## config.mk

```make
export PLATFORM = sky130hd
export DESIGN_NAME = eu_mdu_arbiter
export DESIGN_NICKNAME = d
export VERILOG_FILES = /design/src/rtl/eu_mdu_pkg.sv /design/src/rtl/eu_age_compare.sv /design/src/rtl/eu_mdu_arbiter.sv
export SDC_FILE = /design/constraint.sdc
export NUM_CORES = 1
export LEC_CHECK = 0
export ABC_CLOCK_PERIOD_IN_PS = 2770
export CORE_AREA = 4 4 208 210
export CTS_BUF_LIST = sky130_fd_sc_hd__clkbuf_8
export DETAILED_ROUTE_END_ITERATION = 8
export DIE_AREA = 0 0 212 214
export MAX_ROUTING_LAYER = met4
export PLACE_DENSITY = 0.5
export SLEW_MARGIN = 5
export SYNTH_ARGS = -nofsm -noshare
export SYNTH_HDL_FRONTEND = slang
export SYNTH_HIERARCHICAL = 1
export SYNTH_SLANG_ARGS = --single-unit
```

## constraint.sdc

```tcl
create_clock -name clk -period 2.77 [get_ports clk]
set_clock_uncertainty 0.15 [all_clocks]
set_input_delay 0.554 -clock clk [delete_from_list [all_inputs] [get_ports clk]]
set_output_delay 0.554 -clock clk [all_outputs]
set_load 0.02 [all_outputs]
```

## src/rtl/eu_mdu_pkg.sv

```systemverilog
// Shared types and helpers for the execute-unit MDU arbiter.
package eu_mdu_pkg;

  // Program-order ID width; the age rule below assumes a 4-entry ID ring.
  localparam int PID_W    = 2;
  localparam int NUM_WAYS = 2;

  // Arbiter handshake states.
  typedef enum logic [1:0] {
    IDLE  = 2'd0,
    ISSUE = 2'd1,
    BUSY  = 2'd2,
    FLUSH = 2'd3
  } mdu_state_e;

  // Returns 1 when instruction 'a' is older than (or the same age as) 'b'.
  // With a 4-entry ID ring, d = (b - a) mod 4 in {0,1,2} means a is older;
  // d = 3 means b is one step behind a in program order, so b is older.
  function automatic logic pid_older(input logic [PID_W-1:0] a,
                                     input logic [PID_W-1:0] b);
    logic [PID_W-1:0] d;
    d = b - a;
    return (d != {PID_W{1'b1}});
  endfunction

endpackage

```

## src/rtl/eu_age_compare.sv

```systemverilog
// Picks the older of the two pending M-extension requests.
module eu_age_compare
  import eu_mdu_pkg::*;
(
  input  logic             req0_i,
  input  logic [PID_W-1:0] pid0_i,
  input  logic             req1_i,
  input  logic [PID_W-1:0] pid1_i,
  output logic             grant_valid_o,
  output logic             winner_o
);

  // Way0 wins ties and whenever it alone requests; way1 wins only when it is
  // strictly older or is the sole requester.
  always_comb begin
    grant_valid_o = req0_i | req1_i;
    winner_o      = 1'b0;
    if (req1_i && (!req0_i || !pid_older(pid0_i, pid1_i))) begin
      winner_o = 1'b1;
    end
  end

endmodule

```

## src/rtl/eu_mdu_arbiter.sv

```systemverilog
// Shares one multi-cycle multiply/divide unit between the two execute ways.
// Grants the older request, runs the valid/ready/done handshake with the MDU
// and returns a registered result plus a one-cycle pop strobe to the winner.
module eu_mdu_arbiter
  import eu_mdu_pkg::*;
#(
  parameter int XLEN  = 64,
  parameter int PID_W = eu_mdu_pkg::PID_W
) (
  input  logic             clk,
  input  logic             reset_n,
  input  logic             jumpFlag_i,

  input  logic             way0_req_i,
  input  logic [PID_W-1:0] way0_pID_i,
  input  logic [XLEN-1:0]  way0_rs1_i,
  input  logic [XLEN-1:0]  way0_rs2_i,
  input  logic [2:0]       way0_funct3_i,
  input  logic             way0_word_i,

  input  logic             way1_req_i,
  input  logic [PID_W-1:0] way1_pID_i,
  input  logic [XLEN-1:0]  way1_rs1_i,
  input  logic [XLEN-1:0]  way1_rs2_i,
  input  logic [2:0]       way1_funct3_i,
  input  logic             way1_word_i,

  output logic             mdu_valid_o,
  output logic [XLEN-1:0]  mdu_rs1_o,
  output logic [XLEN-1:0]  mdu_rs2_o,
  output logic [2:0]       mdu_funct3_o,
  output logic             mdu_word_o,
  input  logic             mdu_ready_i,
  input  logic             mdu_done_i,
  input  logic [XLEN-1:0]  mdu_result_i,

  output logic             way0_done_o,
  output logic             way1_done_o,
  output logic [XLEN-1:0]  result_o,
  output logic             busy_o
);

  mdu_state_e            state_q, state_d;
  logic                  mdu_valid_q, mdu_valid_d;
  logic [XLEN-1:0]       rs1_q, rs1_d;
  logic [XLEN-1:0]       rs2_q, rs2_d;
  logic [2:0]            funct3_q, funct3_d;
  logic                  word_q, word_d;
  logic                  win_q, win_d;
  logic [XLEN-1:0]       result_q, result_d;
  logic                  busy_q, busy_d;
  logic [NUM_WAYS-1:0]   way_done_q, way_done_d;

  logic                  grant_valid;
  logic                  winner;
  logic                  complete;

  eu_age_compare u_age_compare (
    .req0_i        (way0_req_i),
    .pid0_i        (way0_pID_i),
    .req1_i        (way1_req_i),
    .pid1_i        (way1_pID_i),
    .grant_valid_o (grant_valid),
    .winner_o      (winner)
  );

  // Next-state, operand latching and result capture for the handshake FSM.
  always_comb begin
    state_d  = state_q;
    rs1_d    = rs1_q;
    rs2_d    = rs2_q;
    funct3_d = funct3_q;
    word_d   = word_q;
    win_d    = win_q;
    result_d = result_q;
    complete = 1'b0;

    case (state_q)
      IDLE: begin
        // A redirect in the same cycle means the requesters are stale.
        if (!jumpFlag_i && grant_valid) begin
          win_d = winner;
          if (winner) begin
            rs1_d    = way1_rs1_i;
            rs2_d    = way1_rs2_i;
            funct3_d = way1_funct3_i;
            word_d   = way1_word_i;
          end else begin
            rs1_d    = way0_rs1_i;
            rs2_d    = way0_rs2_i;
            funct3_d = way0_funct3_i;
            word_d   = way0_word_i;
          end
          state_d = ISSUE;
        end
      end

      ISSUE: begin
        // If the MDU accepted in the same cycle as the jump, its result will
        // still come back and must be drained in FLUSH.
        if (jumpFlag_i) begin
          state_d = mdu_ready_i ? FLUSH : IDLE;
        end else if (mdu_ready_i) begin
          state_d = BUSY;
        end
      end

      BUSY: begin
        if (mdu_done_i) begin
          state_d = IDLE;
          if (!jumpFlag_i) begin
            complete = 1'b1;
            result_d = mdu_result_i;
          end
        end else if (jumpFlag_i) begin
          state_d = FLUSH;
        end
      end

      FLUSH: begin
        // Cancelled work: swallow the late result; further jumps are moot.
        if (mdu_done_i) begin
          state_d = IDLE;
        end
      end

      default: state_d = IDLE;
    endcase

    mdu_valid_d = (state_d == ISSUE);
    busy_d      = (state_d != IDLE);
  end

  // One pop strobe per way; only the latched winner can see it.
  for (genvar gi = 0; gi < NUM_WAYS; gi++) begin : g_way_done
    assign way_done_d[gi] = complete && (win_q == 1'(gi));
  end

  // State and output registers; reset abandons any in-flight operation.
  always_ff @(posedge clk) begin
    if (!reset_n) begin
      state_q     <= IDLE;
      mdu_valid_q <= 1'b0;
      rs1_q       <= '0;
      rs2_q       <= '0;
      funct3_q    <= '0;
      word_q      <= 1'b0;
      win_q       <= 1'b0;
      result_q    <= '0;
      busy_q      <= 1'b0;
      way_done_q  <= '0;
    end else begin
      state_q     <= state_d;
      mdu_valid_q <= mdu_valid_d;
      rs1_q       <= rs1_d;
      rs2_q       <= rs2_d;
      funct3_q    <= funct3_d;
      word_q      <= word_d;
      win_q       <= win_d;
      result_q    <= result_d;
      busy_q      <= busy_d;
      way_done_q  <= way_done_d;
    end
  end

  assign mdu_valid_o  = mdu_valid_q;
  assign mdu_rs1_o    = rs1_q;
  assign mdu_rs2_o    = rs2_q;
  assign mdu_funct3_o = funct3_q;
  assign mdu_word_o   = word_q;
  assign result_o     = result_q;
  assign busy_o       = busy_q;
  assign way0_done_o  = way_done_q[0];
  assign way1_done_o  = way_done_q[1];

endmodule

```

Word-level counts from Yosys, hierarchy flattened
Cells that the tools add are included.
Word-level totals
  register bits after elaboration: 203
  latch bits: 0
  bits in writable memories: 0
  bits in read-only memories: 0
  input port bits: 339
  output and inout bits: 200
  logic and storage cells: 47
  memories kept: 0
Operators by class
  $add $sub $neg: 1
  multipliers: 0
  div/mod/pow operators: 0
  $lt $le $gt $ge: 0
  equal/unequal tests: 5
  shift-type cells: 0
  multiplexer cells: 16
  bitwise gates (word level): 3
  reductions and logical operators: 12
Operator list (number)
  $mux W64: 2
  $mux W2: 7
  $pmux W2 S4: 1
  $mux W1: 5
  $eq A2 B1 Y1 const B: 2
  $eq A2 B2 Y1 const B: 2
  $logic_and A1 B1 Y1: 4
  $logic_not A1 Y1: 3
  $mux W3: 1
  $reduce_and A3 Y1: 1
  $logic_not A2 Y1: 1
  $ne A2 B2 Y1 const B: 1
  $not A1 Y1: 2
  $reduce_and A2 Y1: 1
  $reduce_bool A2 Y1: 1
  $sub A2 B2 Y2: 1
  $logic_or A1 B1 Y1: 1
  $or A1 B1 Y1: 1

Depth between registers and ports, before layout
  depth after elaboration: 7
  gate-level depth with buffers: 11
  gate-level depth less buffers: 8

Hierarchy
The synthesis kept the hierarchy.
By module, submodules not included
  eu_mdu_arbiter: instances 1, cells each 889, area each 8669.6 um2, seq. area each 4063.9 um2
  eu_age_compare: instances 1, cells each 6, area each 56.3 um2, seq. area each 0.0 um2

Least setup slack after synthesis
Ideal clock, no wire load.
  path type: input port to flip-flop
  from: in way1_pID_i[0]
  to: reg rs1_q[0] (netlist: mdu_rs1_o[0])
  setup time: 116 ps
  arrival time: 2251 ps
  required time: 2504 ps
  path slack: 252 ps
  stages on the path: 11
  path buffers: 3
  path through: inv_1 ha_1 xnor3_1 o21ai_1 and2_1 buf_2 buf_2 buf_2 mux2i_1 nand2_1 o211a_1
Between the ends
  word-level cells in the longest chain between the ends: 7
Ends and longest elaborated chain
  from (decl): line eu_mdu_arbiter.sv:22  | input logic [PID_W-1:0] way1_pID_i,
  $sub A2 B2 Y2: line eu_mdu_pkg.sv:22  | d = b - a;
  $ne A2 B2 Y1: line eu_mdu_pkg.sv:23  | return (d != {PID_W{1'b1}});
  $logic_not A1 Y1: line eu_age_compare.sv:18  | if (req1_i && (!req0_i || !pid_older(pid0_i, pid1_i))) begin
  $logic_or A1 B1 Y1: line eu_age_compare.sv:18
  $logic_and A1 B1 Y1: line eu_age_compare.sv:18
  $mux W1: line eu_age_compare.sv:18
  named net winner: line eu_mdu_arbiter.sv:55  | logic winner;
  $mux W64: line eu_mdu_arbiter.sv:83  | if (winner) begin
  to (signal assigned): line eu_mdu_arbiter.sv:155  | rs1_q <= rs1_d;
  to (decl): line eu_mdu_arbiter.sv:45  | logic [XLEN-1:0] rs1_q, rs1_d;
The timed path passes the listed nets, and every way through them passes these cells.
A chain may end at the register's enable or synchronous reset.

Final worst setup path
  from: in way1_pID_i[0]
  to: reg rs2_q[22] (netlist: mdu_rs2_o[22])
Between the ends
  word-level cells in the longest chain between the ends: 7
Ends and longest elaborated chain
  $sub A2 B2 Y2: line eu_mdu_pkg.sv:22
  $ne A2 B2 Y1: line eu_mdu_pkg.sv:23
  $logic_not A1 Y1: line eu_age_compare.sv:18
  $logic_or A1 B1 Y1: line eu_age_compare.sv:18
  $logic_and A1 B1 Y1: line eu_age_compare.sv:18
  $mux W1: line eu_age_compare.sv:18
  named net winner: line eu_mdu_arbiter.sv:55
  $mux W64: line eu_mdu_arbiter.sv:83
  to (signal assigned): line eu_mdu_arbiter.sv:156  | rs2_q <= rs2_d;
  to (decl): line eu_mdu_arbiter.sv:46  | logic [XLEN-1:0] rs2_q, rs2_d;
The timed path passes the listed nets, and every way through them passes these cells.

==> summary.md <==
| Metric | Value |
|---|---|
| Setup bufs post-CTS | `0` |
| Area growth, synth to finish | `79.7%` |
| Reg2Reg Depth | `5` |
| Syn_area_per_cell | `9.75 um2` |
| WL per Instance | `18.5 um` |
| GRT Util Overall | `15.9%` |
| Vias | `8579` |
| DR pass1 iterations | `6` |
| Num rows | `75` |
| Worst path slowest cell | `clkdlybuf4s50_1` |
| Yosys top cell area share | `46.6%` |
| Vias in the first global route | `9021` |
| Cells after synthesis | `895` |
| CP peak stage delay | `0.48 ns` |
| Max-Cap Viols | `0` |
| Arr. time, crit path | `2.80 ns` |
| Top post-synthesis cells by area | `dfxtp_1, mux2i_1, o211a_1` |
| Largest area contributor in the netlist | `dfxtp_1` |
| Synthesized Nets | `1235` |
| Final hold vios | `0` |
| Post-Route Utilization | `37.7%` |
| Hold EP | `result_o[9]` |
| Pins over their slew limit | `0` |
| Final wirelength | `37.0 mm` |
| Chip Height | `214 um` |
| Drt via density | `4.28` |
| Starting density of the core | `21.0%` |
| Setup slack at placement | `-0.311 ns` |
| Yosys warns | `6` |
| Period minus WS final | `2.50 ns` |
| CP Class | `input port to flop` |
| CP required | `3.07 ns` |
| FMAX | `399 MHz` |
| Antenna violations before repair | `0` |
| Critical path cell sequence | `clkdlybuf4s50_1, inv_1, ha_1, xnor3_1, o21ai_1, and2_4, buf_12, buf_4, mux2i_1, nand2_1, o211a_1` |
| Hold Crit Start | `reset_n` |
| Sequential fraction of the synthesis area | `46.6%` |
| Hold-critical path depth | `2` |
| RePlAce Congestion | `0.820` |
| Total power per unit cell area | `515 nW/um2` |
| Min-delay worst type | `input port to flop` |
| RSZ-0062 raised after global routing | `false` |
| Layout Nets | `1783` |
| # clock sinks | `203` |
| Htree depth | `2` |
| Iteration-0 DRC count of the detailed router | `271` |
| IO Pins | `539` |
| Final setup viols | `0` |
| Status | `finished, final reports clean` |
| VDD IR-drop max | `0.283 mV` |
| FF-to-FF Start | `state_q[0]` |
| Yosys reg bits | `203` |
| First-pass GRT wire length | `54.3 mm` |
| Startpoint Class | `input port` |
| Grt total ovfl | `0` |
| CTS Hold Bufs | `0` |
| Mapped Area | `8730 um2` |
| Final Cycle Share | `90.4%` |
| Crit path max fanout | `13` |
| Pin count of the biggest net entering global routing | `107` |
| Most frequent cells in the layout | `clkdlybuf4s50_1, nand2_1, dfxtp_1, mux2i_1, o211a_1` |
| Critical R2R Capture | `mdu_rs1_o[62]` |
| Clk Latency, worst-skew pair | `0.56 ns` |
| Diode count | `0` |
| Reg2Reg Setup Slack | `0.98 ns` |
| DRC viols | `0` |
| Unique cell type count in the Yosys netlist | `25` |
| Core area | `41600 um2` |
| Cell area after layout | `15700 um2` |
| Placed instance area | `15000 um2` |
| TritonCTS clock tree | `built` |
| Setup crit end kind | `flop` |
| Pleak | `0.00707 uW` |
| Die area | `45400 um2` |
| CTS resizes | `0` |
| Port Buffers | `538` |
| Rel. slew slack | `62.6%` |
| Root Buffer | `clkbuf_8` |
| Cts bufs inserted | `39` |
| Clock transition at path regs | `0.05 ns` |
| DP HPWL | `28.4 mm` |
| WHS | `0.236 ns` |
| Die X | `212 um` |
| Actual slew at the worst max-slew pin | `0.561 ns` |
| CTS Buffer Depth | `3` |
| ANT nets after route | `0` |
| Final setup margin | `0.267 ns` |
| Commonest non-fill, non-tap cell in the layout | `clkdlybuf4s50_1` |
| Share of cells above drive strength 1 | `7.24%` |
[per-stage QoR]
step                power [uW]  TNS (ns)  std cells
floorplan                 4140         0        895
global placement          5330    -26.18       1941
detailed placement        5330    -26.14       1941
CTS                       8280         0       2003
global route              8520         0       2003
finish                    8080         0       2003
[where the power goes]
| part | switching, uW | internal [uW] | total, uW | leakage [uW] |
|---|---|---|---|---|
| Sequential | 108 | 3130 | 3240 | 0.00166 |
| Combinational | 868 | 1140 | 2010 | 0.00499 |
| Clock | 1300 | 1530 | 2830 | 0.000411 |
[layer usage]
layer  vias up  GRT usage [%]  routed length [um]
met5         -              -                   0
met4         0           4.84                 860
met1      3945           17.1               14400
li1       4213              -                   -
met2       364           26.8               17900
met3        57           6.43                3900
[state kept, by name, indices dropped and copies added, names as in the netlist]
name          count
mdu_rs1_o        64
mdu_funct3_o      3
result_o         64
state_q           2
mdu_rs2_o        64
way_done_q        2
busy_o            1
mdu_word_o        1
win_q             1
mdu_valid_o       1
[synth_stat cells, drive strengths merged]
| library cell | n |
|---|---|
| nand2b | 1 |
| ha | 1 |
| o211a | 132 |
| clkbuf | 23 |
| or2 | 2 |
| inv | 2 |
| xnor3 | 1 |
| nor2b | 1 |
| nand2 | 262 |
| nor2 | 3 |
| a211o | 1 |
| and4bb | 1 |
| nand3b | 1 |
| mux2i | 133 |
| a21boi | 64 |
| and3 | 1 |
| and2 | 1 |
| o21ai | 2 |
| nor4b | 2 |
| dfxtp | 203 |
| buf | 57 |
| nand4bb | 1 |
[worst max path at each step]
stage                       start       endpoint  slack (ns)  cells past startpoint
global route        way1_pID_i[0]  mdu_rs2_o[22]        0.20                     11
detailed placement  way1_pID_i[0]  mdu_rs2_o[22]       -0.31                     11
floorplan           way1_pID_i[0]   mdu_rs1_o[0]        0.25                     11
global placement    way1_pID_i[0]  mdu_rs2_o[22]       -0.30                     11
CTS                 mdu_rs1_o[36]  mdu_rs1_o[36]        0.27                      1
finish              way1_pID_i[0]  mdu_rs2_o[22]        0.27                     11
[critical path: cells and delay by family]
family / cells / cell delay [ns]
buf+inv: 4 / 0.89
xor+xnor: 1 / 0.34
simple gates: 2 / 0.28
mux: 1 / 0.28
compound gates: 2 / 0.26
fa+ha+maj: 1 / 0.17
[cell type report]
class / instances / area [um2]
Clock buffer: 44 / 606
Clock inverter: 18 / 106
Fill cell: 4225 / 25900
Inverter: 2 / 7.51
Multi-Input combinational cell: 610 / 4290
Sequential cell: 203 / 4060
Tap cell: 539 / 674
Timing Repair Buffer: 587 / 5930
[kinds of logic (layout without fill, tap and decap cells)]
family	Yosys count	in the layout	synth area share, %
compound gates	199	199	20.9
fa+ha+maj	1	1	0.143
simple gates	276	276	12.6
xor+xnor	1	1	0.258
flops	203	203	46.6
mux	133	133	15.3
buf+inv	82	651	4.34
(Power assumes the default switching activity.)
